**src/rtl/rf_write_arbiter.sv**
```systemverilog
// Two-source writeback arbiter for the register file's single write port.
// Source A has fixed priority; a bounded wait counter forces a grant to B.
module rf_write_arbiter #(
    parameter int DATA_W   = 64,
    parameter int MAX_WAIT = 3,
    parameter int CNT_W    = 4
) (
    input  logic              clk,
    input  logic              reset,
    input  logic              a_valid,
    input  logic [4:0]        a_rd,
    input  logic [DATA_W-1:0] a_data,
    output logic              a_ready,
    input  logic              b_valid,
    input  logic [4:0]        b_rd,
    input  logic [DATA_W-1:0] b_data,
    output logic              b_ready,
    output logic              rf_we,
    output logic [4:0]        rf_rd,
    output logic [DATA_W-1:0] rf_wdata,
    output logic [CNT_W-1:0]  wait_cnt,
    output logic [CNT_W-1:0]  drop_cnt
);

    localparam logic [CNT_W-1:0] MAX_WAIT_C = CNT_W'(MAX_WAIT);
    localparam logic [CNT_W-1:0] CNT_MAX_C  = {CNT_W{1'b1}};

    function automatic logic [CNT_W-1:0] sat_inc_wait(input logic [CNT_W-1:0] cnt);
        if (cnt >= MAX_WAIT_C) return MAX_WAIT_C;
        return cnt + 1'b1;
    endfunction

    function automatic logic [CNT_W-1:0] sat_inc_drop(input logic [CNT_W-1:0] cnt);
        if (cnt == CNT_MAX_C) return CNT_MAX_C;
        return cnt + 1'b1;
    endfunction

    logic              rf_we_q,    rf_we_d;
    logic [4:0]        rf_rd_q,    rf_rd_d;
    logic [DATA_W-1:0] rf_wdata_q, rf_wdata_d;
    logic [CNT_W-1:0]  wait_cnt_q, wait_cnt_d;
    logic [CNT_W-1:0]  drop_cnt_q, drop_cnt_d;

    logic              grant_a;
    logic              grant_b;
    logic              xfer;
    logic [4:0]        sel_rd;
    logic [DATA_W-1:0] sel_data;

    // Grant: B wins when A is idle or B has waited MAX_WAIT cycles
    always_comb begin
        grant_b  = b_valid & (~a_valid | (wait_cnt_q >= MAX_WAIT_C));
        grant_a  = a_valid & ~grant_b;
        a_ready  = grant_a & ~reset;
        b_ready  = grant_b & ~reset;
        xfer     = (grant_a | grant_b) & ~reset;
        sel_rd   = grant_b ? b_rd   : a_rd;
        sel_data = grant_b ? b_data : a_data;
    end

    // Next state: x0 transfers are accepted but only bump drop_cnt
    always_comb begin
        rf_we_d    = 1'b0;
        rf_rd_d    = rf_rd_q;
        rf_wdata_d = rf_wdata_q;
        drop_cnt_d = drop_cnt_q;
        wait_cnt_d = '0;

        if (xfer) begin
            if (sel_rd != 5'd0) begin
                rf_we_d    = 1'b1;
                rf_rd_d    = sel_rd;
                rf_wdata_d = sel_data;
            end else begin
                drop_cnt_d = sat_inc_drop(drop_cnt_q);
            end
        end

        if (b_valid & ~grant_b)
            wait_cnt_d = sat_inc_wait(wait_cnt_q);
    end

    always_ff @(posedge clk) begin
        if (reset) begin
            rf_we_q    <= 1'b0;
            rf_rd_q    <= '0;
            rf_wdata_q <= '0;
            wait_cnt_q <= '0;
            drop_cnt_q <= '0;
        end else begin
            rf_we_q    <= rf_we_d;
            rf_rd_q    <= rf_rd_d;
            rf_wdata_q <= rf_wdata_d;
            wait_cnt_q <= wait_cnt_d;
            drop_cnt_q <= drop_cnt_d;
        end
    end

    assign rf_we    = rf_we_q;
    assign rf_rd    = rf_rd_q;
    assign rf_wdata = rf_wdata_q;
    assign wait_cnt = wait_cnt_q;
    assign drop_cnt = drop_cnt_q;

endmodule

```
**config.mk**
```make
export PLATFORM = sky130hd
export DESIGN_NAME = rf_write_arbiter
export DESIGN_NICKNAME = d
export VERILOG_FILES = /design/src/rtl/rf_write_arbiter.sv
export SDC_FILE = /design/constraint.sdc
export NUM_CORES = 1
export LEC_CHECK = 0
export ABC_AREA = 1
export BUFFER_PORTS_ARGS = -buffer_cell sky130_fd_sc_hd__buf_2
export CORE_MARGIN = 4
export CORE_UTILIZATION = 46
export DETAILED_ROUTE_END_ITERATION = 8
export MAX_ROUTING_LAYER = met4
export PLACE_DENSITY_LB_ADDON = 0.12
export REMOVE_ABC_BUFFERS = 1
export SYNTH_ARGS = -nofsm -noshare
export SYNTH_HDL_FRONTEND = slang
export SYNTH_SLANG_ARGS = --single-unit
```
**constraint.sdc**
```tcl
create_clock -name clk -period 2.1 [get_ports clk]
set_input_delay 0.42 -clock clk [delete_from_list [all_inputs] [get_ports clk]]
set_output_delay 0.42 -clock clk [all_outputs]
set_load 0.02 [all_outputs]
```
==> results of run 1 <==
[cell type report]
cell class,count,area (µm²)
inverter,79,296.5
fill,892,3364
multi-input combinational,530,2268
timing repair buffer,240,1343
tap,111,138.9
clock buffer,12,155.1
sequential,78,1563
clock inverter,3,67.56
[cells in the mapped netlist, drive strengths merged]
master	count
o21ai	1
inv	79
xor2	1
nand2	222
clkbuf	17
ha	2
a21oi	1
nand4	2
buf	34
conb	1
nor2	154
nand3b	2
or2	1
nand3	142
dfxtp	78
[cells by family (layout without fill, tap and decap cells)]
kind of cell	count (synthesis)	in the layout	synth area share
compound gates	2	2	0.002307
xor+xnor	1	1	0.002021
fa+ha+maj	2	2	0.005771
buf+inv	130	334	0.1224
flops	78	78	0.3602
other cells	1	2	0.0008650
simple gates	523	523	0.5065
[power by group through the flow]
stage / Combinational (µW) / Sequential [µW] / Clock (µW)
2_1_floorplan: 449 / 1830 / 0
3_3_place_gp: 964 / 1680 / 0
3_5_place_dp: 984 / 1690 / 0
4_1_cts: 1010 / 1650 / 1280
5_1_grt: 1130 / 1670 / 1340
6_report: 1010 / 1650 / 1260
[flip-flops by register name, summed over array words and instances, names as in the netlist]
signal and flops:
rf_wdata 64, rf_we 1, wait_cnt 4, drop_cnt 4
rf_rd 5
[timing repair]
action	4_1_cts	5_1_grt
endpoints found under the setup margin	2	58
pin swaps	0	2
resized for setup	5	5
buffers inserted	2	2
cloned	1	0
[metrics by stage]
step	util	power [µW]
6_report	0.6342	3929
5_1_grt	0.6342	4145
4_1_cts	0.6298	3944
3_5_place_dp	0.5978	2672
3_3_place_gp	0.5978	2648
2_1_floorplan	-	2275
[worst max-delay path by stage]
stage               slack [ns]  cells after the start         from      endpoint
finish                    0.10                      8  wait_cnt[1]       a_ready
detailed placement        0.08                      8  wait_cnt[0]       a_ready
global route             -0.02                     13  wait_cnt[1]  rf_wdata[23]
global placement          0.13                      9      a_valid       a_ready
floorplan                -1.47                      3        reset         rf_we
CTS                       0.02                      8  wait_cnt[0]       a_ready
[layer usage]
layer  vias to the layer above  share of wire
met2                       183           0.48
met5                         -              0
met1                      2279           0.43
met3                        25          0.060
met4                         0          0.024
li1                       2641              -
==> impl_metrics.py, run 1 <==
metrics = {
    "timing": {
        "maxSlewViolCount": 0,
        "period_share": 0.9504,
        "layout_setup_ws_ns": 0.1042,
        "hold_ws_ns": 0.2928,
        "finalSetupViolCount": 0,
        "max_freq_mhz": 501.1,
        "tightest_slew_ns": 0.7433,
        "tns_ns": 0,
        "finalHoldViolations": 0,
        "period_minus_slack_ns": 1.996,
        "finalClockSkew_ns": 0.01505,
        "relSlewSlack": 0.5045,
    },
    "cts": {
        "cts_buffers": 9,
        "cts_tree": "done",
        "cts_htree_levels": 3,
        "insertion_delay_ns": 0.35,
        "clockBufferDepth": 2,
        "cts.clk_slew.worst_paths_ns": 0.08,
        "postCtsHoldBufs": 0,
        "cts_root_buf": "clkbuf_8",
        "clock-sinks": 78,
    },
    "setup_path": {
        "setup.worst_path.end_class": "primary output",
        "startpoint_type": "register",
        "arrival_ns": 1.58,
        "critical_path.max_stage_delay_ns": 0.34,
        "required_ns": 1.68,
        "r2r_cells": 13,
        "reg2reg_setup_slack_ns": 0.12,
        "path_buf_inv": 2,
        "path_delay_family": "simple AND/OR/NAND/NOR gates",
        "crit_fanout": 4,
        "critPathKind": "reg2out",
        "crit_chain": "ha_2 -> nor2_4 -> nand2_4 -> nand2_8 -> buf_12 -> nand2_1 -> nor2_1 -> buf_4",
        "crit_path_top_delay_cell": "dfxtp_1",
        "timing.rr.start": "wait_cnt[1]",
        "r2r_end": "rf_wdata[45]",
    },
    "route": {
        "vias": 5128,
        "viasPerCell": 4.870,
        "drc": 0,
        "drt_iter0_markers": 260,
        "wire_per_inst_um": 11.98,
        "first_pass_iters": 7,
        "totalWireLength_um": 12610,
        "drt.antenna.violating_nets": 0,
    },
    "floorplanning": {
        "die_w_um": 105.1,
        "core_um2": 9196,
        "ios": 222,
        "die_area_um2": 11040,
        "initial_core_util": 0.4714,
        "die_h_um": 105.1,
        "fp-row-count": 35,
    },
    "power": {
        "combPwrFrac": 0.258,
        "ir_drop_mv": 0.4268,
        "p_clk_frac": 0.321,
        "p_int_uw": 2727,
        "power.net_switching_uw": 1202,
        "seqPwrFrac": 0.421,
        "swShare": 0.3059,
        "leakage_uw": 0.003523,
        "power_density_nw_per_um2": 673.7,
    },
    "run": {
        "cap_viol_max_count": 0,
    },
    "global_route": {
        "grt.busiest_layer": "met2",
        "met1_usage": 0.2696,
        "grt_pass1_wl_um": 20010,
        "grt_overflow": 0,
        "grt_max_degree": 74,
        "antenna_found_initial": 0,
        "grt_pass1_vias": 4487,
        "use_met3": 0.03644,
        "met2_usage": 0.3712,
        "grtUsageTotal": 0.2213,
    },
    "final_layout": {
        "layout_commonest_cell": "buf_2",
        "antennaDiodeCount": 0,
        "area_growth_pct": 34.52,
        "drive_gt1_frac": 0.2877,
        "final_cell_count_no_fill": 1053,
        "finalInstanceArea_um2": 5832,
        "final_cell_mix": "buf_2, nand2_1, nor2_1",
        "nets": 1082,
    },
    "yosys": {
        "synth.area.top_cells": "dfxtp_1, nand2_1, nand3_1, nor2_1, inv_1",
        "ys_seq_area_frac": 0.3602,
        "synth.largest_area_cell": "dfxtp_1",
        "yosysWarningCount": 0,
        "synthCells": 737,
        "avgSynthCellArea_um2": 5.883,
        "ys_ff_latch": 78,
        "netlist.area_leader.share": 0.3602,
        "syn_area_um2": 4335,
        "synthDistinctLibCells": 22,
    },
    "placement": {
        "post-place-ws_ns": 0.08109,
        "port-buffer-count": 221,
        "dpl_cell_area_um2": 5498,
        "gp_congestion": 0.8827,
        "placedCellCount": 1033,
        "dp_hpwl_um": 9060,
    },
    "hold_path": {
        "min_from": "reset",
        "hp-class": "in2reg",
        "worstHoldEndpoint": "drop_cnt[2]",
        "hold_depth": 2,
    },
    "outcome": {
        "status": "finished, final reports clean",
    },
}
Note: power is estimated with default switching activity, not from simulation.
==> inputs of run 2 (changes only) <==
--- a/config.mk
+++ b/config.mk
@@ -7,8 +7,10 @@
 export LEC_CHECK = 0
 export ABC_AREA = 1
 export BUFFER_PORTS_ARGS = -buffer_cell sky130_fd_sc_hd__buf_2
+export CELL_PAD_IN_SITES_DETAIL_PLACEMENT = 0
+export CELL_PAD_IN_SITES_GLOBAL_PLACEMENT = 1
 export CORE_MARGIN = 4
-export CORE_UTILIZATION = 46
+export CORE_UTILIZATION = 29
 export DETAILED_ROUTE_END_ITERATION = 8
 export MAX_ROUTING_LAYER = met4
 export PLACE_DENSITY_LB_ADDON = 0.12
==> impl_metrics.py, run 2 (synthesis gave the netlist of run 1 again) <==
metrics = {
    "cts": {
        "cts_root_buf": "clkbuf_16",
        "cts_htree_levels": 3,
        "insertion_delay_ns": 0.33,
        "clock-sinks": 78,
        "clockBufferDepth": 2,
        "cts.clk_slew.worst_paths_ns": 0.06,
        "cts_buffers": 9,
        "cts_tree": "done",
    },
    "floorplanning": {
        "die_area_um2": 16970,
        "die_h_um": 130.3,
        "initial_core_util": 0.2972,
        "fp-row-count": 44,
        "core_um2": 14590,
        "ios": 222,
        "die_w_um": 130.3,
    },
    "placement": {
        "dp_hpwl_um": 10380,
        "port-buffer-count": 221,
        "placedCellCount": 1106,
        "gp_congestion": 0.7903,
        "post-place-ws_ns": 0.1147,
    },
    "final_layout": {
        "final_cell_count_no_fill": 1126,
        "final_cell_mix": "buf_2, nand2_1, nor2_1",
        "nets": 1080,
        "postLayoutCoreUtil": 0.4087,
        "layout_commonest_cell": "buf_2",
        "area_growth_pct": 37.52,
        "fillCellCount": 1647,
        "largest_reg_flops": 64,
        "drive_gt1_frac": 0.2816,
    },
    "outcome": {
        "status": "finished, final reports clean",
    },
    "power": {
        "leakage_uw": 0.003553,
        "ir_drop_mv": 0.3956,
        "power_density_nw_per_um2": 695.3,
    },
    "setup_path": {
        "crit_chain": "ha_1 -> nor2_4 -> nand2_4 -> nand2_8 -> nand2_1 -> nor2_1 -> buf_2",
        "path_buf_inv": 1,
        "path_delay_family": "simple AND/OR/NAND/NOR gates",
        "r2r_cells": 12,
        "path_depth": 7,
        "arrival_ns": 1.54,
        "required_ns": 1.68,
        "critPathKind": "reg2out",
        "setup.worst_path.end_class": "primary output",
        "crit_path_top_delay_cell": "dfxtp_1",
        "startpoint_type": "register",
        "crit_fanout": 9,
        "critical_path.max_stage_delay_ns": 0.32,
    },
    "route": {
        "first_pass_iters": 4,
        "wire_per_inst_um": 12.92,
        "drt.antenna.violating_nets": 0,
        "drt_iter0_markers": 201,
        "totalWireLength_um": 14550,
        "vias": 4969,
        "viasPerCell": 4.413,
        "drc": 0,
    },
    "timing": {
        "period_share": 0.9349,
        "maxSlewViolCount": 0,
        "finalClockSkew_ns": 0.003391,
        "finalSetupViolCount": 0,
        "finalHoldViolations": 0,
        "period_minus_slack_ns": 1.963,
        "max_freq_mhz": 509.3,
        "layout_setup_ws_ns": 0.1366,
        "rsz0062_at_grt": "no",
    },
    "global_route": {
        "grt_max_degree": 71,
        "grt_overflow": 0,
        "grtUsageTotal": 0.1704,
        "antenna_found_initial": 1,
        "grt_pass1_vias": 4586,
        "grt_pass1_wl_um": 22310,
    },
    "hold_path": {
        "hp-class": "in2reg",
        "hold_depth": 2,
    },
    "run": {
        "cap_viol_max_count": 0,
    },
}
==> run 2: changes by cell type in the layout (fill, tap and decap cells not counted), sizes merged <==
cell,change
bufbuf,-1
diode,+1
bufinv,-2
buf,-3
clkinvlp,-1
clkbuf,+6
==> run 2: report_power, final <==
part	switching (µW)	internal, µW	total [µW]
registers	56.7	1600	1650
clock network	578	900	1480
logic	624	388	1010
total	1260	2890	4150
==> run 2: worst register-to-register path, cell delays in order, from the launching register on <==
cell	delay, ns
dfxtp_1	0.32
ha_1	0.23
nor2_4	0.14
nand2_4	0.11
nand2_8	0.11
nand2_1	0.06
nand2_1	0.11
nand3_1	0.11
nor2_2	0.19
nor2_4	0.06
buf_12	0.18
nor2_1	0.16
nor2_1	0.05
==> run 2: area by class of cell <==
cell class	instances	area (µm²)	share of cell area
multi-input combinational	530	2271	0.3809
timing repair buffer	238	1319	0.2212
tap	184	230.2	0.03861
clock buffer	16	281.5	0.04722
inverter	79	296.5	0.04974
sequential	78	1562	0.2619
antenna	1	2.502	0.0004197
==> run 2: metrics by stage <==
step	total power, µW	setup TNS [ns]	instance area [µm²]	hold WS, ns
global placement	2693	0	5602	0.4372
finish	4145	0	5962	0.3052
floorplan	2275	-106.77	4105	0.4891
global route	4414	0	5962	0.3201
CTS	4209	0	5883	0.2951
detailed placement	2704	0	5602	0.4440
==> run 2: layer usage <==
layer | wire (µm) | GRT usage
met4 | 150 | 0.05318
met2 | 6721 | 0.2680
met3 | 1166 | 0.04625
met5 | 0 | -
met1 | 6508 | 0.2133
==> run 2: path summary, 6_finish.rpt <==
kind               startpoint           end  slack, ns
setup reg to reg  wait_cnt[0]  rf_wdata[38]       0.16
setup / recovery  wait_cnt[0]       a_ready       0.14
hold / removal          reset   drop_cnt[2]       0.31
hold reg to reg   wait_cnt[0]   wait_cnt[0]       0.45
==> run 2: timing repair <==
action	CTS	global route
resized for setup	0	4
endpoints found under the setup margin	0	39
hold buffers	0	0
setup buffers	0	1
==> inputs of run 3 (changes only) <==
--- a/config.mk
+++ b/config.mk
@@ -14,7 +14,9 @@
 export DETAILED_ROUTE_END_ITERATION = 8
 export MAX_ROUTING_LAYER = met4
 export PLACE_DENSITY_LB_ADDON = 0.12
+export RECOVER_POWER = 50
 export REMOVE_ABC_BUFFERS = 1
+export SLEW_MARGIN = 20
 export SYNTH_ARGS = -nofsm -noshare
 export SYNTH_HDL_FRONTEND = slang
 export SYNTH_SLANG_ARGS = --single-unit
==> impl_metrics.py, run 3 (synthesis gave the netlist of run 1 again) <==
metrics = {
    "global_route": {
        "grt_pass1_wl_um": 22310,
        "grt_max_degree": 71,
        "grt_overflow": 0,
        "grtUsageTotal": 0.1704,
        "antenna_found_initial": 1,
        "grt_pass1_vias": 4586,
    },
    "timing": {
        "tightest_slew_ns": 0.8922,
        "tns_ns": 0,
        "hold_ws_ns": 0.3062,
        "max_freq_mhz": 509.7,
        "finalClockSkew_ns": 0.003185,
        "relSlewSlack": 0.4052,
        "rsz0062_at_grt": "no",
        "maxSlewViolCount": 0,
        "finalHoldViolations": 0,
        "period_share": 0.9342,
        "finalSetupViolCount": 0,
        "period_minus_slack_ns": 1.962,
    },
    "cts": {
        "postCtsHoldBufs": 0,
        "cts.clk_slew.worst_paths_ns": 0.06,
        "clock-sinks": 78,
        "insertion_delay_ns": 0.33,
        "clockBufferDepth": 2,
        "cts_htree_levels": 3,
        "cts_buffers": 9,
        "cts_root_buf": "clkbuf_16",
        "cts_tree": "done",
    },
    "power": {
        "power_density_nw_per_um2": 700.8,
        "p_total_uw": 4110,
        "ir_drop_mv": 0.3949,
        "leakage_uw": 0.003267,
    },
    "final_layout": {
        "multi_input_area_um2": 2271,
        "finalInstanceArea_um2": 5864,
        "nets": 1080,
        "final_cell_mix": "nand2_1, nor2_1, buf_2",
        "largest_reg_flops": 64,
        "fillCellCount": 1680,
        "area_growth_pct": 35.27,
        "final_cell_count_no_fill": 1126,
        "drive_gt1_frac": 0.2009,
        "seqCellArea_um2": 1562,
        "layout_commonest_cell": "nand2_1",
    },
    "setup_path": {
        "setup.worst_path.end_class": "primary output",
        "startpoint_type": "register",
        "crit_fanout": 9,
        "critPathKind": "reg2out",
        "arrival_ns": 1.54,
        "required_ns": 1.68,
    },
    "placement": {
        "dpl_cell_area_um2": 5602,
        "placedCellCount": 1106,
        "gp_congestion": 0.7903,
        "port-buffer-count": 221,
        "dp_hpwl_um": 10380,
    },
    "route": {
        "vias": 4983,
        "drt.antenna.violating_nets": 0,
        "totalWireLength_um": 14560,
        "first_pass_iters": 4,
        "wire_per_inst_um": 12.93,
        "drc": 0,
        "viasPerCell": 4.425,
        "drt_iter0_markers": 210,
    },
    "floorplanning": {
        "die_h_um": 130.3,
        "fp-row-count": 44,
        "die_area_um2": 16970,
        "ios": 222,
        "die_w_um": 130.3,
        "initial_core_util": 0.2972,
        "core_um2": 14590,
    },
    "run": {
        "cap_viol_max_count": 0,
    },
    "hold_path": {
        "hp-class": "in2reg",
    },
    "outcome": {
        "status": "finished, final reports clean",
    },
}
-- run 3: changes by cell type in the layout (fill, tap and decap cells not counted) --
cell / delta
buf_2: -75
buf_4: -1
clkbuf_1: +76
-- run 3: final timing paths --
kind                from            to  slack [ns]  cells past startpoint
max          wait_cnt[0]       a_ready        0.14                      7
min                reset   drop_cnt[2]        0.31                      2
max reg2reg  wait_cnt[0]  rf_wdata[38]        0.17                     12
min reg2reg  wait_cnt[0]   wait_cnt[0]        0.45                      1
-- run 3: metrics by stage --
stage | setup slack [ns] | util
6_report | 0.1381 | 0.4020
5_1_grt | 0.009503 | 0.4020
4_1_cts | 0.09784 | 0.4033
3_5_place_dp | 0.1147 | 0.3840
3_3_place_gp | 0.2080 | 0.3840
2_1_floorplan | -1.470 | -
-- run 3: critical path: stages, from the launching register on --
cell,delay [ns]
dfxtp_1,0.32
ha_1,0.23
nor2_4,0.14
nand2_4,0.11
nand2_8,0.10
nand2_1,0.06
nor2_1,0.08
buf_2,0.17
-- run 3: power breakdown --
| part | switching [µW] | internal, µW | total [µW] |
|---|---|---|---|
| Clock | 572 | 900 | 1470 |
| Combinational | 625 | 356 | 981 |
| Sequential | 60.1 | 1600 | 1660 |
| Total | 1260 | 2850 | 4110 |
-- run 3: cell type report --
type,count,share of cell area
Antenna cell,1,0.0004267
Clock buffer,16,0.04801
Inverter,79,0.05057
Multi-Input combinational cell,530,0.3872
Sequential cell,78,0.2663
Tap cell,184,0.03926
Timing Repair Buffer,238,0.2082
-- run 3: metal layers --
layer,wire [µm],GRT usage,vias to the layer above
met2,6684,0.2680,146
li1,-,-,2647
met3,1230,0.04625,13
met4,165,0.05318,0
met1,6484,0.2133,2177
met5,0,-,-
-- run 3: repair_timing --
action | 4_1_cts | 5_1_grt
setup endpoints to repair | 0 | 39
setup buffers | 0 | 1
gates resized for setup | 0 | 4
hold endpoints to repair | 0 | 0
